### src/rtl/seq_mem_d2_arbiter_if.sv
// One seq_mem_d2 port bundle: address, write data, held enables, returned data and done pulses.
// master = side that issues requests (client, or the arbiter toward memory); slave = side that serves them.
interface seq_mem_d2_arbiter_if #(
  parameter int D0_IDX_SIZE = 4,
  parameter int D1_IDX_SIZE = 4,
  parameter int WIDTH       = 32
);
  logic [D0_IDX_SIZE-1:0] addr0;
  logic [D1_IDX_SIZE-1:0] addr1;
  logic [WIDTH-1:0]       write_data;
  logic                   write_en;
  logic                   read_en;
  logic [WIDTH-1:0]       read_data;
  logic                   read_done;
  logic                   write_done;

  modport master (
    output addr0, addr1, write_data, write_en, read_en,
    input  read_data, read_done, write_done
  );

  modport slave (
    input  addr0, addr1, write_data, write_en, read_en,
    output read_data, read_done, write_done
  );
endinterface

### src/rtl/seq_mem_d2_arbiter.sv
// Round-robin arbiter sharing one seq_mem_d2 between two clients; one IDLE arbitration
// cycle per transaction, live pass-through of the owner's request while BUSY.
module seq_mem_d2_arbiter #(
  parameter int D0_IDX_SIZE = 4,
  parameter int D1_IDX_SIZE = 4,
  parameter int WIDTH       = 32
) (
  input  logic                 clk,
  input  logic                 reset,
  seq_mem_d2_arbiter_if.slave  r0,
  seq_mem_d2_arbiter_if.slave  r1,
  seq_mem_d2_arbiter_if.master mem,
  output logic                 owner,
  output logic                 busy
);

  typedef enum logic {IDLE, BUSY} state_t;
  typedef enum logic {OP_READ, OP_WRITE} op_t;

  state_t state;
  op_t    op;
  logic   last;

  logic                   req0, req1, grant;
  op_t                    grant_op;
  logic [D0_IDX_SIZE-1:0] own_addr0;
  logic [D1_IDX_SIZE-1:0] own_addr1;
  logic [WIDTH-1:0]       own_wdata;
  logic                   own_re, own_we, txn_end;

  // On a tie the client that did not win last time is granted; write beats read within a client.
  always_comb begin
    req0     = r0.read_en | r0.write_en;
    req1     = r1.read_en | r1.write_en;
    grant    = (req0 && req1) ? ~last : req1;
    grant_op = (grant ? r1.write_en : r0.write_en) ? OP_WRITE : OP_READ;
  end

  always_comb begin
    own_addr0 = owner ? r1.addr0      : r0.addr0;
    own_addr1 = owner ? r1.addr1      : r0.addr1;
    own_wdata = owner ? r1.write_data : r0.write_data;
    own_re    = owner ? r1.read_en    : r0.read_en;
    own_we    = owner ? r1.write_en   : r0.write_en;
    // A transaction ends on its matching done, or when the owner withdraws the enable (abort).
    txn_end   = (op == OP_WRITE) ? (mem.write_done || !own_we)
                                 : (mem.read_done  || !own_re);
  end

  always_ff @(posedge clk) begin
    if (reset) begin
      state <= IDLE;
      owner <= 1'b0;
      last  <= 1'b1;
      op    <= OP_READ;
    end else begin
      case (state)
        IDLE: begin
          if (req0 || req1) begin
            state <= BUSY;
            owner <= grant;
            last  <= grant;
            op    <= grant_op;
          end
        end
        BUSY: begin
          if (txn_end) state <= IDLE;
        end
        default: state <= IDLE;
      endcase
    end
  end

  always_comb begin
    busy           = (state == BUSY);
    mem.addr0      = '0;
    mem.addr1      = '0;
    mem.write_data = '0;
    mem.write_en   = 1'b0;
    mem.read_en    = 1'b0;
    if (busy) begin
      mem.addr0      = own_addr0;
      mem.addr1      = own_addr1;
      mem.write_data = own_wdata;
      mem.write_en   = (op == OP_WRITE) && own_we;
      mem.read_en    = (op == OP_READ)  && own_re;
    end
    r0.read_done  = busy && !owner && (op == OP_READ)  && mem.read_done;
    r0.write_done = busy && !owner && (op == OP_WRITE) && mem.write_done;
    r1.read_done  = busy &&  owner && (op == OP_READ)  && mem.read_done;
    r1.write_done = busy &&  owner && (op == OP_WRITE) && mem.write_done;
  end

  assign r0.read_data = mem.read_data;
  assign r1.read_data = mem.read_data;

endmodule

### src/flat_wrapper.sv
// flat-port wrapper written by rule: the top's interface ports become plain ports
module seq_mem_d2_arbiter_flat 
#(
  parameter int D0_IDX_SIZE = 4,
  parameter int D1_IDX_SIZE = 4,
  parameter int WIDTH       = 32
)
  (clk, reset, owner, busy, r0_addr0, r0_addr1, r0_write_data, r0_write_en, r0_read_en, r0_read_data, r0_read_done, r0_write_done, r1_addr0, r1_addr1, r1_write_data, r1_write_en, r1_read_en, r1_read_data, r1_read_done, r1_write_done, mem_addr0, mem_addr1, mem_write_data, mem_write_en, mem_read_en, mem_read_data, mem_read_done, mem_write_done);
  seq_mem_d2_arbiter_if #(.D0_IDX_SIZE(D0_IDX_SIZE), .D1_IDX_SIZE(D1_IDX_SIZE), .WIDTH(WIDTH)) r0_i ();
  seq_mem_d2_arbiter_if #(.D0_IDX_SIZE(D0_IDX_SIZE), .D1_IDX_SIZE(D1_IDX_SIZE), .WIDTH(WIDTH)) r1_i ();
  seq_mem_d2_arbiter_if #(.D0_IDX_SIZE(D0_IDX_SIZE), .D1_IDX_SIZE(D1_IDX_SIZE), .WIDTH(WIDTH)) mem_i ();
  input  logic clk;
  input  logic reset;
  output logic owner;
  output logic busy;
  input wire logic [$bits(r0_i.addr0)-1:0] r0_addr0;
  input wire logic [$bits(r0_i.addr1)-1:0] r0_addr1;
  input wire logic [$bits(r0_i.write_data)-1:0] r0_write_data;
  input wire logic [$bits(r0_i.write_en)-1:0] r0_write_en;
  input wire logic [$bits(r0_i.read_en)-1:0] r0_read_en;
  output wire logic [$bits(r0_i.read_data)-1:0] r0_read_data;
  output wire logic [$bits(r0_i.read_done)-1:0] r0_read_done;
  output wire logic [$bits(r0_i.write_done)-1:0] r0_write_done;
  input wire logic [$bits(r1_i.addr0)-1:0] r1_addr0;
  input wire logic [$bits(r1_i.addr1)-1:0] r1_addr1;
  input wire logic [$bits(r1_i.write_data)-1:0] r1_write_data;
  input wire logic [$bits(r1_i.write_en)-1:0] r1_write_en;
  input wire logic [$bits(r1_i.read_en)-1:0] r1_read_en;
  output wire logic [$bits(r1_i.read_data)-1:0] r1_read_data;
  output wire logic [$bits(r1_i.read_done)-1:0] r1_read_done;
  output wire logic [$bits(r1_i.write_done)-1:0] r1_write_done;
  output wire logic [$bits(mem_i.addr0)-1:0] mem_addr0;
  output wire logic [$bits(mem_i.addr1)-1:0] mem_addr1;
  output wire logic [$bits(mem_i.write_data)-1:0] mem_write_data;
  output wire logic [$bits(mem_i.write_en)-1:0] mem_write_en;
  output wire logic [$bits(mem_i.read_en)-1:0] mem_read_en;
  input wire logic [$bits(mem_i.read_data)-1:0] mem_read_data;
  input wire logic [$bits(mem_i.read_done)-1:0] mem_read_done;
  input wire logic [$bits(mem_i.write_done)-1:0] mem_write_done;
  assign r0_i.addr0 = r0_addr0;
  assign r0_i.addr1 = r0_addr1;
  assign r0_i.write_data = r0_write_data;
  assign r0_i.write_en = r0_write_en;
  assign r0_i.read_en = r0_read_en;
  assign r0_read_data = r0_i.read_data;
  assign r0_read_done = r0_i.read_done;
  assign r0_write_done = r0_i.write_done;
  assign r1_i.addr0 = r1_addr0;
  assign r1_i.addr1 = r1_addr1;
  assign r1_i.write_data = r1_write_data;
  assign r1_i.write_en = r1_write_en;
  assign r1_i.read_en = r1_read_en;
  assign r1_read_data = r1_i.read_data;
  assign r1_read_done = r1_i.read_done;
  assign r1_write_done = r1_i.write_done;
  assign mem_addr0 = mem_i.addr0;
  assign mem_addr1 = mem_i.addr1;
  assign mem_write_data = mem_i.write_data;
  assign mem_write_en = mem_i.write_en;
  assign mem_read_en = mem_i.read_en;
  assign mem_i.read_data = mem_read_data;
  assign mem_i.read_done = mem_read_done;
  assign mem_i.write_done = mem_write_done;
  seq_mem_d2_arbiter #(.D0_IDX_SIZE(D0_IDX_SIZE), .D1_IDX_SIZE(D1_IDX_SIZE), .WIDTH(WIDTH)) u_core (.clk(clk), .reset(reset), .r0(r0_i), .r1(r1_i), .mem(mem_i), .owner(owner), .busy(busy));
endmodule
### config.mk
export PLATFORM = sky130hd
export DESIGN_NAME = seq_mem_d2_arbiter_flat
export DESIGN_NICKNAME = d
export VERILOG_FILES = /design/src/rtl/seq_mem_d2_arbiter_if.sv /design/src/rtl/seq_mem_d2_arbiter.sv /design/src/flat_wrapper.sv
export SDC_FILE = /design/constraint.sdc
export NUM_CORES = 1
export LEC_CHECK = 0
export ABC_AREA = 0
export BUFFER_PORTS_ARGS = -buffer_cell sky130_fd_sc_hd__buf_2
export CAP_MARGIN = 20
export CORE_AREA = 2 2 91 93
export CTS_BUF_LIST = sky130_fd_sc_hd__clkbuf_16
export DETAILED_ROUTE_END_ITERATION = 8
export DIE_AREA = 0 0 93 95
export PLACE_DENSITY = 0.69
export REMOVE_ABC_BUFFERS = 1
export SYNTH_ARGS = -nofsm -noshare
export SYNTH_HDL_FRONTEND = slang
export SYNTH_SLANG_ARGS = --single-unit
### constraint.sdc
create_clock -name clk -period 1.4 [get_ports clk]
set_input_delay 0.14 -clock clk [delete_from_list [all_inputs] [get_ports clk]]
set_output_delay 0.14 -clock clk [all_outputs]
set_load 0.01 [all_outputs]
# == Yosys cells after proc, flatten, opt, wreduce, memory -nomap -nowiden ==
# Cells that the tools add are included.
# totals
reg_bits,4
word_cells,46
inputBits,120
# classes
mux,17
n_bitwise,5
reduce_logical,20
# ops
cell,count
two-way mux 32 bit,2
two-way mux 4 bit,4
logical AND 1 bit,13
two-way mux 1 bit,10
logical NOT 1 bit,3
logical OR 1 bit,3
inverter 1 bit,3
OR 1 bit,2
case mux 1 bit (2 select lines),1
AND reduction 2 bit,1

# == Logic depth before layout (Yosys ltp) ==
# logic_depth
ltp_word,6
ltp_mapped,4
ltp_nobuf,3

# == Worst setup path after synthesis ==
# Ideal clock, no wire load.
# synth_timing
path_kind,register to output
startpoint,reg u_core.owner
endpoint,out mem_addr0[1]
stages_incl_launch_ff,5
path_buffers,2
arrival_ps,1087
slack_ps,173
cell_sequence,dfxtp_1 buf_6 buf_2 mux2i_1 nor2b_1
# synth_between
elab_chain_cells,2
# synth_rtl
item,line_no,source
"start, declared",seq_mem_d2_arbiter.sv:13,"output logic owner,"
"start signal, assigned",seq_mem_d2_arbiter.sv:61,owner <= grant;
two-way mux 4 bit,seq_mem_d2_arbiter.sv:40,own_addr0 = owner ? r1.addr0 : r0.addr0;
two-way mux 4 bit,seq_mem_d2_arbiter.sv:81,if (busy) begin
"end, declared",flat_wrapper.sv:32,output wire logic [$bits(mem_i.addr0)-1:0] mem_addr0;
# No other way between the ends.

# == Worst setup path after layout ==
# layout_timing
startpoint,reg u_core.owner
endpoint,out mem_write_data[25]
# layout_between
elab_chain_cells,2
# layout_rtl
item,line_no,source
two-way mux 32 bit,seq_mem_d2_arbiter.sv:42,own_wdata = owner ? r1.write_data : r0.write_data;
two-way mux 32 bit,seq_mem_d2_arbiter.sv:81,
"end, declared",flat_wrapper.sv:34,output wire logic [$bits(mem_i.write_data)-1:0] mem_write_data;
# No other way between the ends.

==> flow_summary_export.csv <==
group,metric,value,unit
outcome,outcome,"complete, no violations",
placed_design,globalplace.congestion,0.881,
grt,grt_first_pass_wirelength,9800,um
pwr,clkPwrFrac,36.4,%
sta,setup_violations,0,
pwr,power_leakage,0.973,nW
floorplan,initial_core_util,18.3,%
pwr,power_frac_seq,12.0,%
synth,syn-cell-area,1450,um^2
routing,drt-total-wl,8080,um
grt,grt_usage,16.4,%
routing,postRouteAntennaNets,0,
routing,routed_via_density,4.27,
floorplan,num_rows,33,
critical_path,startpoint_type,"flip-flop",
sta,period_needed,1.39,ns
hold_path,worst_hold_path_type,"in -> reg",
pwr,comb_power_share,51.6,%
synth,synth_edf_count,0,
sta,fin_skew,0.00138,ns
cts,cts-hold-fix-buffers,0,
synth,seq_area_frac_synth,5.51,%
sta,hold_viol_final,0,
cts,cts_buffers,3,
critical_path,crit_chain,"buf_12 -> mux2i_1 -> nor2b_1 -> buf_2",
finish,finalNonFillerCells,366,
synth,ys.warnings.count,0,
floorplan,core,7930,um^2
pwr,irDropWorstVdd,0.451,mV
placed_design,dp_slack,0.197,ns
sta,tightest_slew,0.381,ns
finish,final_common_cell,"buf_2",
critical_path,slowest_stage,"dfxtp_4",
pwr,power_switching,0.387,mW
synth,synth_cells,189,
cts,clk_pin_slew,0.03,ns
pwr,internal_power,0.836,mW
routing,num_vias,1561,
cts,cts_tree,"built",
sta,setup_ws,0.00727,ns
pwr,power,1.22,mW
grt,antenna_found_initial,4,
finish,final_cell_area,1900,um^2
grt,grt_max_degree,22,
synth,yosys_most_used_dff,"dfxtp_1",
cts,cts_sinks,4,
cts,cts_buffer_depth,2,
sta,max_freq,718,MHz
cts,cts_setup_buffers,0,
cts,worstSkewPairLatency,0.22,ns
floorplan,die_h,95,um
cts,htreeDepth,1,
synth,async_flop_share,0,%
job,drv_cap,0,
sta,rsz0062_at_grt,"yes",
routing,wire_per_inst,22.1,um
grt,overflow,0,
finish,area_growth,30.9,%
placed_design,place_area,1790,um^2
critical_path,crit_arrival,1.25,ns
synth,ys_ff_latch,4,
floorplan,die-width,93,um
routing,dr.pass1.iters,4,
finish,final_cell_mix,"buf_2 (135), nor2b_1 (43), mux2i_1 (42), nor2_1 (5), a21oi_1 (4)",
placed_design,dp.cells,360,
synth,syn_avg_cell_area,7.69,um^2
finish,final_util,24.0,%
pwr,power_density,643,nW/um^2
floorplan,die_area,8840,um^2
critical_path,critPathMaxStageDelay,0.42,ns
routing,drt_iter0_markers,43,
finish,fin_nets,381,
critical_path,worstSetupPathType,"reg -> out",
cts,clock-root-buffer,"clkbuf_16",
placed_design,hpwl,7170,um
routing,drt_drc_violations_left,0,
critical_path,end_kind,"output port",
critical_path,cp.required,1.26,ns
finish,n_fill_cell,886,
synth,synth_cell_types,23,
sta,slew_violations,0,
sta,finalSetupTns,0,ns
sta,hold_ws,0.122,ns
grt,grt_pass1_vias,1338,
pwr,switching_share,31.6,%
sta,period_share,99.5,%
placed_design,portBuffers,135,
floorplan,boundaryPins,232,
critical_path,crit_fanout,17,
sta,slew_headroom,74.4,%
finish,drive_gt1_share,56.4,%
-- layout make-up --
cell class | count | area [um^2] | area share [%]
Sequential cell | 4 | 83.8 | 4.41
Inverter | 1 | 3.75 | 0.197
Tap cell | 105 | 131 | 6.91
Timing Repair Buffer | 141 | 766 | 40.3
Clock buffer | 3 | 75.1 | 3.95
Antenna cell | 2 | 5.00 | 0.263
Multi-Input combinational cell | 110 | 837 | 44.0
-- per-layer routing --
layer	vias up	wire, um	GRT usage, %
met1	669	2230	12.2
met3	18	1950	20.2
met4	8	61	2.70
met2	161	3680	26.1
met5	-	160	11.9
li1	705	-	-
-- cell usage after synthesis, types with 2 or more instances --
cell | instances | area, um^2
buf_4 | 64 | 480
nor2b_1 | 43 | 269
mux2i_1 | 42 | 420
buf_2 | 5 | 25.0
nor2_1 | 5 | 18.8
a21oi_1 | 4 | 20.0
clkbuf_1 | 4 | 15.0
dfxtp_1 | 4 | 80.1
and3_1 | 2 | 12.5
nand2_1 | 2 | 7.51
o21bai_1 | 2 | 15.0
-- power groups by stage --
stage | clock [mW] | combinational, mW | sequential (mW)
2_1_floorplan | 0 | 0.279 | 0.196
3_3_place_gp | 0 | 0.605 | 0.143
3_5_place_dp | 0 | 0.618 | 0.144
4_1_cts | 0.455 | 0.637 | 0.146
5_1_grt | 0.463 | 0.685 | 0.149
6_report | 0.445 | 0.631 | 0.146
-- logic make-up (layout without fill, tap and decap cells) --
| group | Yosys count | count (layout) | synth area share [%] |
|---|---|---|---|
| buffers and inverters | 75 | 145 | 36.9 |
| AND/OR/NAND/NOR | 58 | 58 | 23.9 |
| multiplexers | 42 | 42 | 28.9 |
| AO/OA/AOI/OAI | 10 | 10 | 4.74 |
| flip-flops | 4 | 4 | 5.51 |
| other | 0 | 2 | 0 |
-- worst paths after layout --
path | endpoint | from | depth (start not counted) | slack [ns]
worst max register to register | u_core.owner | u_core.busy | 3 | 0.20
worst min-delay path | u_core.owner | reset | 2 | 0.12
worst min register to register | u_core.last | u_core.last | 1 | 0.54
worst max-delay path | mem_write_data[25] | u_core.owner | 4 | 0.007
-- flip-flops by register name (all words and copies together) (netlist names) --
name	cells
u_core.busy	1
u_core.last	1
u_core.op	1
u_core.owner	1
-- critical path, delay by kind of cell (launching register included) --
| kind | cells | cell delay, ns |
|---|---|---|
| buffers and inverters | 2 | 0.32 |
| and+or+nand+nor | 1 | 0.07 |
| muxes | 1 | 0.21 |
| DFF | 1 | 0.42 |
-- repair_timing --
item                                    in CTS  in global routing
cloned                                       1                  0
resized for setup                            2                  0
endpoints found under the setup margin      24                 31
Power figures use the tool's default switching activity.
